[src/rtl/control_unit.sv]
// control_unit: multi-cycle accumulator CPU controller.
// Each instruction walks FETCH -> DECODE -> EXECUTE. HLT parks the machine in
// HALT until reset. The accumulator doubles as the data-memory write data.
module control_unit #(
    parameter logic [3:0] RESET_PC = 4'd0
) (
    input  logic       clk,
    input  logic       reset,
    input  logic [7:0] instr,
    output logic [3:0] pc,
    output logic [3:0] address,
    output logic       mem_read,
    output logic       mem_write,
    output logic [7:0] acc,
    input  logic [7:0] data,
    output logic       zero,
    output logic       carry,
    output logic       halted
);

    typedef enum logic [1:0] {
        FETCH   = 2'd0,
        DECODE  = 2'd1,
        EXECUTE = 2'd2,
        HALT    = 2'd3
    } state_t;

    localparam logic [3:0] OP_NOP = 4'h0;
    localparam logic [3:0] OP_LDA = 4'h1;
    localparam logic [3:0] OP_STA = 4'h2;
    localparam logic [3:0] OP_ADD = 4'h3;
    localparam logic [3:0] OP_SUB = 4'h4;
    localparam logic [3:0] OP_AND = 4'h5;
    localparam logic [3:0] OP_OR  = 4'h6;
    localparam logic [3:0] OP_JMP = 4'h7;
    localparam logic [3:0] OP_JZ  = 4'h8;
    localparam logic [3:0] OP_LDI = 4'h9;
    localparam logic [3:0] OP_HLT = 4'hF;

    state_t     state_q, state_d;
    logic [3:0] pc_q, pc_d;
    logic [7:0] ir_q, ir_d;
    logic [7:0] acc_q, acc_d;
    logic       carry_q, carry_d;

    logic [3:0] opcode;
    logic [3:0] operand;

    assign opcode  = ir_q[7:4];
    assign operand = ir_q[3:0];

    // Architectural registers; reset wins over every state, HALT included.
    always_ff @(posedge clk) begin
        if (reset) begin
            state_q <= FETCH;
            pc_q    <= RESET_PC;
            ir_q    <= 8'h00;
            acc_q   <= 8'h00;
            carry_q <= 1'b0;
        end else begin
            state_q <= state_d;
            pc_q    <= pc_d;
            ir_q    <= ir_d;
            acc_q   <= acc_d;
            carry_q <= carry_d;
        end
    end

    // Next-state and datapath updates; everything holds unless a state changes it.
    always_comb begin
        state_d = state_q;
        pc_d    = pc_q;
        ir_d    = ir_q;
        acc_d   = acc_q;
        carry_d = carry_q;
        case (state_q)
            FETCH: begin
                ir_d    = instr;
                pc_d    = pc_q + 4'd1;
                state_d = DECODE;
            end
            DECODE: begin
                state_d = EXECUTE;
            end
            EXECUTE: begin
                state_d = FETCH;
                case (opcode)
                    OP_LDA: acc_d = data;
                    OP_ADD: {carry_d, acc_d} = {1'b0, acc_q} + {1'b0, data};
                    OP_SUB: begin
                        acc_d   = acc_q - data;
                        carry_d = (acc_q < data);
                    end
                    OP_AND: acc_d = acc_q & data;
                    OP_OR:  acc_d = acc_q | data;
                    OP_JMP: pc_d = operand;
                    OP_JZ: begin
                        if (acc_q == 8'd0) begin
                            pc_d = operand;
                        end
                    end
                    OP_LDI: acc_d = {4'b0000, operand};
                    OP_HLT: state_d = HALT;
                    default: begin
                    end
                endcase
            end
            HALT: begin
                state_d = HALT;
            end
            default: begin
                state_d = FETCH;
            end
        endcase
    end

    // Memory strobes; a write is suppressed in any cycle where reset is asserted.
    always_comb begin
        mem_read  = 1'b0;
        mem_write = 1'b0;
        if (state_q == EXECUTE) begin
            mem_read  = (opcode == OP_LDA) || (opcode == OP_ADD) || (opcode == OP_SUB)
                     || (opcode == OP_AND) || (opcode == OP_OR);
            mem_write = (opcode == OP_STA) && !reset;
        end
    end

    assign pc      = pc_q;
    assign address = operand;
    assign acc     = acc_q;
    assign zero    = (acc_q == 8'd0);
    assign carry   = carry_q;
    assign halted  = (state_q == HALT);

endmodule

[config.mk]
export PLATFORM = sky130hd
export DESIGN_NAME = control_unit
export DESIGN_NICKNAME = d
export VERILOG_FILES = /design/src/rtl/control_unit.sv
export SDC_FILE = /design/constraint.sdc
export NUM_CORES = 1
export LEC_CHECK = 0
export ABC_AREA = 1
export BUFFER_PORTS_ARGS = -buffer_cell sky130_fd_sc_hd__buf_2
export CAP_MARGIN = 0
export CORE_UTILIZATION = 24
export CTS_BUF_LIST = sky130_fd_sc_hd__clkbuf_16
export CTS_CLUSTER_DIAMETER = 100
export DETAILED_ROUTE_END_ITERATION = 7
export PLACE_DENSITY = 0.47
export SLEW_MARGIN = 10
export SYNTH_ARGS = -nofsm -noshare
export SYNTH_HDL_FRONTEND = slang
export SYNTH_SLANG_ARGS = --single-unit
export TNS_END_PERCENT = 5
[constraint.sdc]
create_clock -name clk -period 2.1 [get_ports clk]
set_input_delay 0 -clock clk [delete_from_list [all_inputs] [get_ports clk]]
set_output_delay 0 -clock clk [all_outputs]
set_load 0.01 [all_outputs]
==> run metrics, run 1 <==
number of synthesized flops with an enable pin 0; layout cells sized above 1 between 10% and 20%; max_cap viols 0; area of the multi-input gates approximately 1500 um2; Util after Layout between 20 and 30%; most used cells in the layout excluding fill and tap cells nand2_1, inv_1, buf_2, nand3_1, a21oi_1; Starting DRT DRC Count about 160; Pre-Repair DR Iteration Count 4; Final #Nets 449; RSZ-0062 raised after global routing false; Filler cells approximately 1100; Die W about 100 um; CTS Buf Count 3; initial antenna violation count 0; Async S/R FF share, synth 0%; largest net degree at the start of global routing 17; sequential element share of the synthesized area 19.9%; Worst R2R End acc[4]; R2R Setup Slk roughly 0.21 ns; worst-margin pin slew 0.445 ns; pwr dens between 500 and 600 nW/um2; PortBufs 38; Critical Path Fanout Max 5; M2 GR Usage between 20% and 30%; gr ovfl total 0; status finished clean; global-route wire length before repair ~12000 um; Final period util 90.2%; H-Tree Depth 1; final number of setup-violating endpoints 0; initial core utilization about a quarter; Clock Skews between 0.002 and 0.0025 ns; CTS max path bufs 2; Area growth syn-to-layout 19.0%; Unique masters post-synth 34; number of global-route vias before repair ~2400; Reg clk slew, reported paths 0.06 ns; Crit. End Element flop; reg2reg start acc[0]; area occupied by registers about 460 um2; Core ar. about 9300 um2; Synthesized Nets 408; Worst VDD drop around 0.37 mV; Slew headroom between 70% and 80%; most common cell after layout, fill and taps aside nand2_1; antenna viol nets, final 0; I/O Pins 39; Syn Inst Count ~360; CP dominant cell by count nand3_1; Worst-Skew Late Latency roughly 0.26 ns; CP Cell Sequence ha_1 -> inv_1 -> fa_1 -> inv_1 -> nand3_1 -> nand3_1 -> a21oi_1 -> o21ai_0 -> nand3_1 -> nand2_1 -> a21oi_1; die height 100 um; Final Hold Viols 0; Placer Congestion 0.860; achievable clock frequency 528 MHz; via count about 2400; yosys warns 0; fin. max-slew vios 0; crit path to acc[4]; worst r2r path cells 11; flops & latches, synth 23; # diodes 0; Leak roughly 0.0014 uW; Vias per Instance 4.50; Worst Path Arrival between 2 and 2.5 ns; post-CTS setup buffer count 0; Sum Neg Setup Slack 0 ns; Worst Path Required around 2.2 ns; DP HPWL 5610 um; GRT Overall Usage 14.7%; clock sink total 23; slowest cell on the critical path fa_1; aggregate routed wire length ~6900 um; CTS tree done; critical path class flop to flop; WL per Instance roughly 13 um; GR peak layer met2; Synth Flop Type dfxtp_1; met3 usage under 10%; met1 usage in global routing 19.3%; Setup crit start acc[0]; CP peak stage delay 0.41 ns; Mapped Area 2310 um2; CP Launch Type flop; root buf cell clkbuf_16; final worst path period need around 1.9 ns; die area roughly 10000 um2; Syn Area/Cell between 6 and 7 um2; # rows 35; worst hold path type primary input to flop; Residual DRC 0
## kinds of logic (layout without fill, tap and decap cells)
| kind of cell | after synthesis | count (layout) | share of synthesized area [%] |
|---|---|---|---|
| buffers and inverters | 78 | 118 | 14.2 |
| adders and majority gates | 28 | 28 | 15.8 |
| DFF | 23 | 23 | 19.9 |
| and+or+nand+nor | 159 | 159 | 31.9 |
| AOI/OAI and AO/OA | 72 | 72 | 17.4 |
| xor gates and xnor gates | 2 | 2 | 0.759 |
## through the flow
step | hold slack [ns] | instance area [um2] | instances | setup WS (ns) | power (uW)
floorplan | 0.135 | 2310 | 362 | 0.368 | 913
global placement | 0.234 | 2650 | 526 | 0.167 | 1070
detailed placement | 0.234 | 2650 | 526 | 0.166 | 1070
CTS | 0.0136 | 2740 | 531 | 0.143 | 1510
global route | 0.0286 | 2750 | 531 | 0.0189 | 1610
finish | 0.0185 | 2750 | 531 | 0.207 | 1490
## worst max-delay path: cells and delay by family (launching register included)
family	cells	cell delay [ns]
AND/OR/NAND/NOR	4	0.39
buffers and inverters	2	0.19
adder cells (fa/ha/maj)	2	0.59
AO/OA/AOI/OAI	3	0.24
flip-flops	1	0.36
## cells in the mapped netlist (3+ instances only)
master / instances / share of area [%]
inv_2: 6 / 0.98
nor4_1: 3 / 0.81
nand2_1: 73 / 12
buf_2: 3 / 0.65
o21ai_0: 24 / 5.2
buf_4: 4 / 1.3
nand4_1: 10 / 2.7
dfxtp_1: 23 / 20
ha_1: 26 / 14
o22ai_1: 5 / 1.4
a21oi_1: 33 / 7.2
inv_1: 59 / 9.6
a21oi_2: 4 / 1.5
clkbuf_1: 3 / 0.49
nand3_1: 34 / 7.4
nor2_1: 27 / 4.4
## power breakdown
part / leakage (uW) / total, uW / switching (uW) / internal [uW]
clock network: 0.0000409 / 427 / 170 / 257
logic: 0.00113 / 535 / 349 / 185
registers: 0.000190 / 528 / 45.4 / 482
total: 0.00136 / 1490 / 565 / 924
## flip-flops by register name (all words and copies together) (netlist names)
| signal | count |
|---|---|
| acc | 8 |
| ir_q | 8 |
| pc | 4 |
| state_q | 2 |
| carry | 1 |
## what timing repair did
action                                  in CTS  in global routing
endpoints found under the setup margin       0                  3
hold buffers                                 1                  0
resized for setup                            0                  3
endpoints found under the hold margin        1                  0
## cell type report
class	instances	area share [%]
clock inverters	1	0.182
flip-flops and latches	23	16.8
inverters	66	9.11
multi-input cells	261	55.6
repair buffers	48	9.74
clock buffers	3	2.73
well taps	129	5.87
## worst min path at each step
stage,from,to,cells after the start
floorplan,instr[0],ir_q[0],2
CTS,instr[5],ir_q[5],3
finish,instr[5],ir_q[5],3
global placement,instr[0],ir_q[0],3
global route,instr[7],ir_q[7],3
detailed placement,instr[0],ir_q[0],3
## routing by layer
metal,up-vias,routed length (um)
met5,-,0
met4,0,92
met3,10,284
met2,57,3300
met1,1069,3220
li1,1256,-
Note: power is estimated with default switching activity, not from simulation.
==> run 2: changes to the inputs <==
Settings changed: CTS_CLUSTER_SIZE set to 28, REMOVE_ABC_BUFFERS set to 1.
==> run 2 against run 1 <==
  * Power is 1.0% higher
  * Global-route usage fell by 0.52 points
  * Maximum frequency up 0.20%
  * Largest cell class unchanged
  * Critical path type unchanged
  * Cell count down 0.38%
  * Combinational power decreased by 1%
  * Clock skew is essentially flat
  * Sequential power about the same
  * Die area unchanged
  * Worst setup slack improved by 0.0039 ns
==> run metrics, run 2 (synthesis gave the netlist of run 1 again) <==
Sum Neg Setup Slack 0 ns; R2R Setup Slk between 0.2 and 0.25 ns; root buf cell clkbuf_16; CP peak stage delay between 0.3 and 0.4 ns; Final Hold Viols 0; Critical Path Fanout Max 5; Leak ~0.0013 uW; Hold Path Stages 3; largest net degree at the start of global routing 17; gr ovfl total 0; Clock Skews 0.00230 ns; global-route wire length before repair 11200 um; clock sink total 23; min-delay src instr[3]; layout cells sized above 1 a little under a fifth; Residual DRC 0; die area ~10000 um2; worst r2r path cells 11; pwr dens approximately 550 nW/um2; initial antenna violation count 0; CTS Buf Count 3; most used cells in the layout excluding fill and tap cells nand2_1, inv_1, buf_2, nand3_1, a21oi_1; Slew headroom 66.7%; Filler cells 1081; Worst Path Arrival about 2.0 ns; Starting DRT DRC Count 136; CTS tree done; fin. max-slew vios 0; Worst Path Required ~2.2 ns; PortBufs 38; H-Tree Depth 1; CTS max path bufs 2; area occupied by registers ~460 um2; Final period util about nine tenths; die height 100 um; # rows 35; Final Cell Area 2730 um2; Core ar. 9280 um2; Worst VDD drop about 0.37 mV; Placer Congestion between 0.8 and 0.9; area of the multi-input gates 1520 um2; final number of setup-violating endpoints 0; Crit. End Element flop; I/O Pins 39; GRT Overall Usage about 14%; worst-margin pin slew about 0.5 ns; number of global-route vias before repair 2302; initial core utilization 24.9%; critical path class flop to flop; CP Cell Sequence ha_1 -> inv_1 -> fa_1 -> inv_1 -> nand3_1 -> nand3_1 -> a21oi_1 -> o21ai_0 -> nand3_1 -> nand2_1 -> a21oi_1; aggregate routed wire length 6740 um; Die W between 100 and 150 um; WL per Instance about 13 um; Vias per Instance ~4.5; Worst R2R End acc[4]; max_cap viols 0; Final #Nets 447; achievable clock frequency approximately 530 MHz; Final Power ~1500 uW; reg2reg start acc[0]; worst hold path type primary input to flop; Pre-Repair DR Iteration Count 4; CP dominant cell by count nand3_1; DP HPWL 5450 um; via count about 2400; antenna viol nets, final 0; final worst path period need 1.89 ns; RSZ-0062 raised after global routing false; Worst-Skew Late Latency 0.26 ns; placed cell areas around 2600 um2; status finished clean; # diodes 0; CP Launch Type flop; WHS approximately 0.014 ns; most common cell after layout, fill and taps aside nand2_1; Reg clk slew, reported paths around 0.070 ns; slowest cell on the critical path fa_1; WHS Endpoint ir_q[3]; Area growth syn-to-layout 18.2%
## run 2: worst max-delay path by stage
stage | startpoint | endpoint | slack [ns] | cells past startpoint
final | acc[0] | acc[4] | 0.21 | 11
after global routing | acc[7] | carry | 0.05 | 10
after CTS | acc[0] | acc[4] | 0.14 | 11
after detailed placement | acc[0] | acc[4] | 0.17 | 11
after global placement | acc[0] | acc[4] | 0.15 | 11
after floorplan | acc[0] | acc[2] | 0.37 | 9
## run 2: critical path, delay by kind of cell (launching register included)
family          cells  cell delay, ns
fa+ha+maj           2            0.58
buf+inv             2            0.19
compound gates      3            0.21
simple gates        4            0.43
flops               1            0.36
## run 2: power breakdown
| part | internal [uW] | switching, uW |
|---|---|---|
| clock network | 259 | 188 |
| logic | 184 | 345 |
| registers | 482 | 46.0 |
| total | 926 | 579 |
## run 2: repair_timing
item,in CTS,in global routing
gates resized for setup,0,2
setup buffers,0,0
hold buffers,1,0
endpoints found under the hold margin,1,0
setup endpoints to repair,0,2
## run 2: stage by stage
step | cells | util, % | setup slack [ns]
detailed placement | 524 | 28.4 | 0.169
CTS | 529 | 29.4 | 0.142
finish | 529 | 29.4 | 0.210
floorplan | 350 | - | 0.368
global placement | 524 | 28.4 | 0.151
global route | 529 | 29.4 | 0.0461
## run 2: final cells by class
class                   instances  share of cell area [%]
clock buffers                   3                    2.75
inverters                      66                    9.17
well taps                     129                    5.91
clock inverters                 1                   0.275
flip-flops and latches         23                    17.0
repair buffers                 46                    9.26
multi-input cells             261                    55.7
## run 2: layer usage
| layer | up-vias | share of wire (%) | track usage [%] |
|---|---|---|---|
| met5 | - | 0 | 0 |
| met4 | 0 | 1.8 | 3.01 |
| met3 | 8 | 3.2 | 1.04 |
| met2 | 57 | 47 | 25.7 |
| met1 | 1076 | 48 | 18.3 |
| li1 | 1247 | - | - |
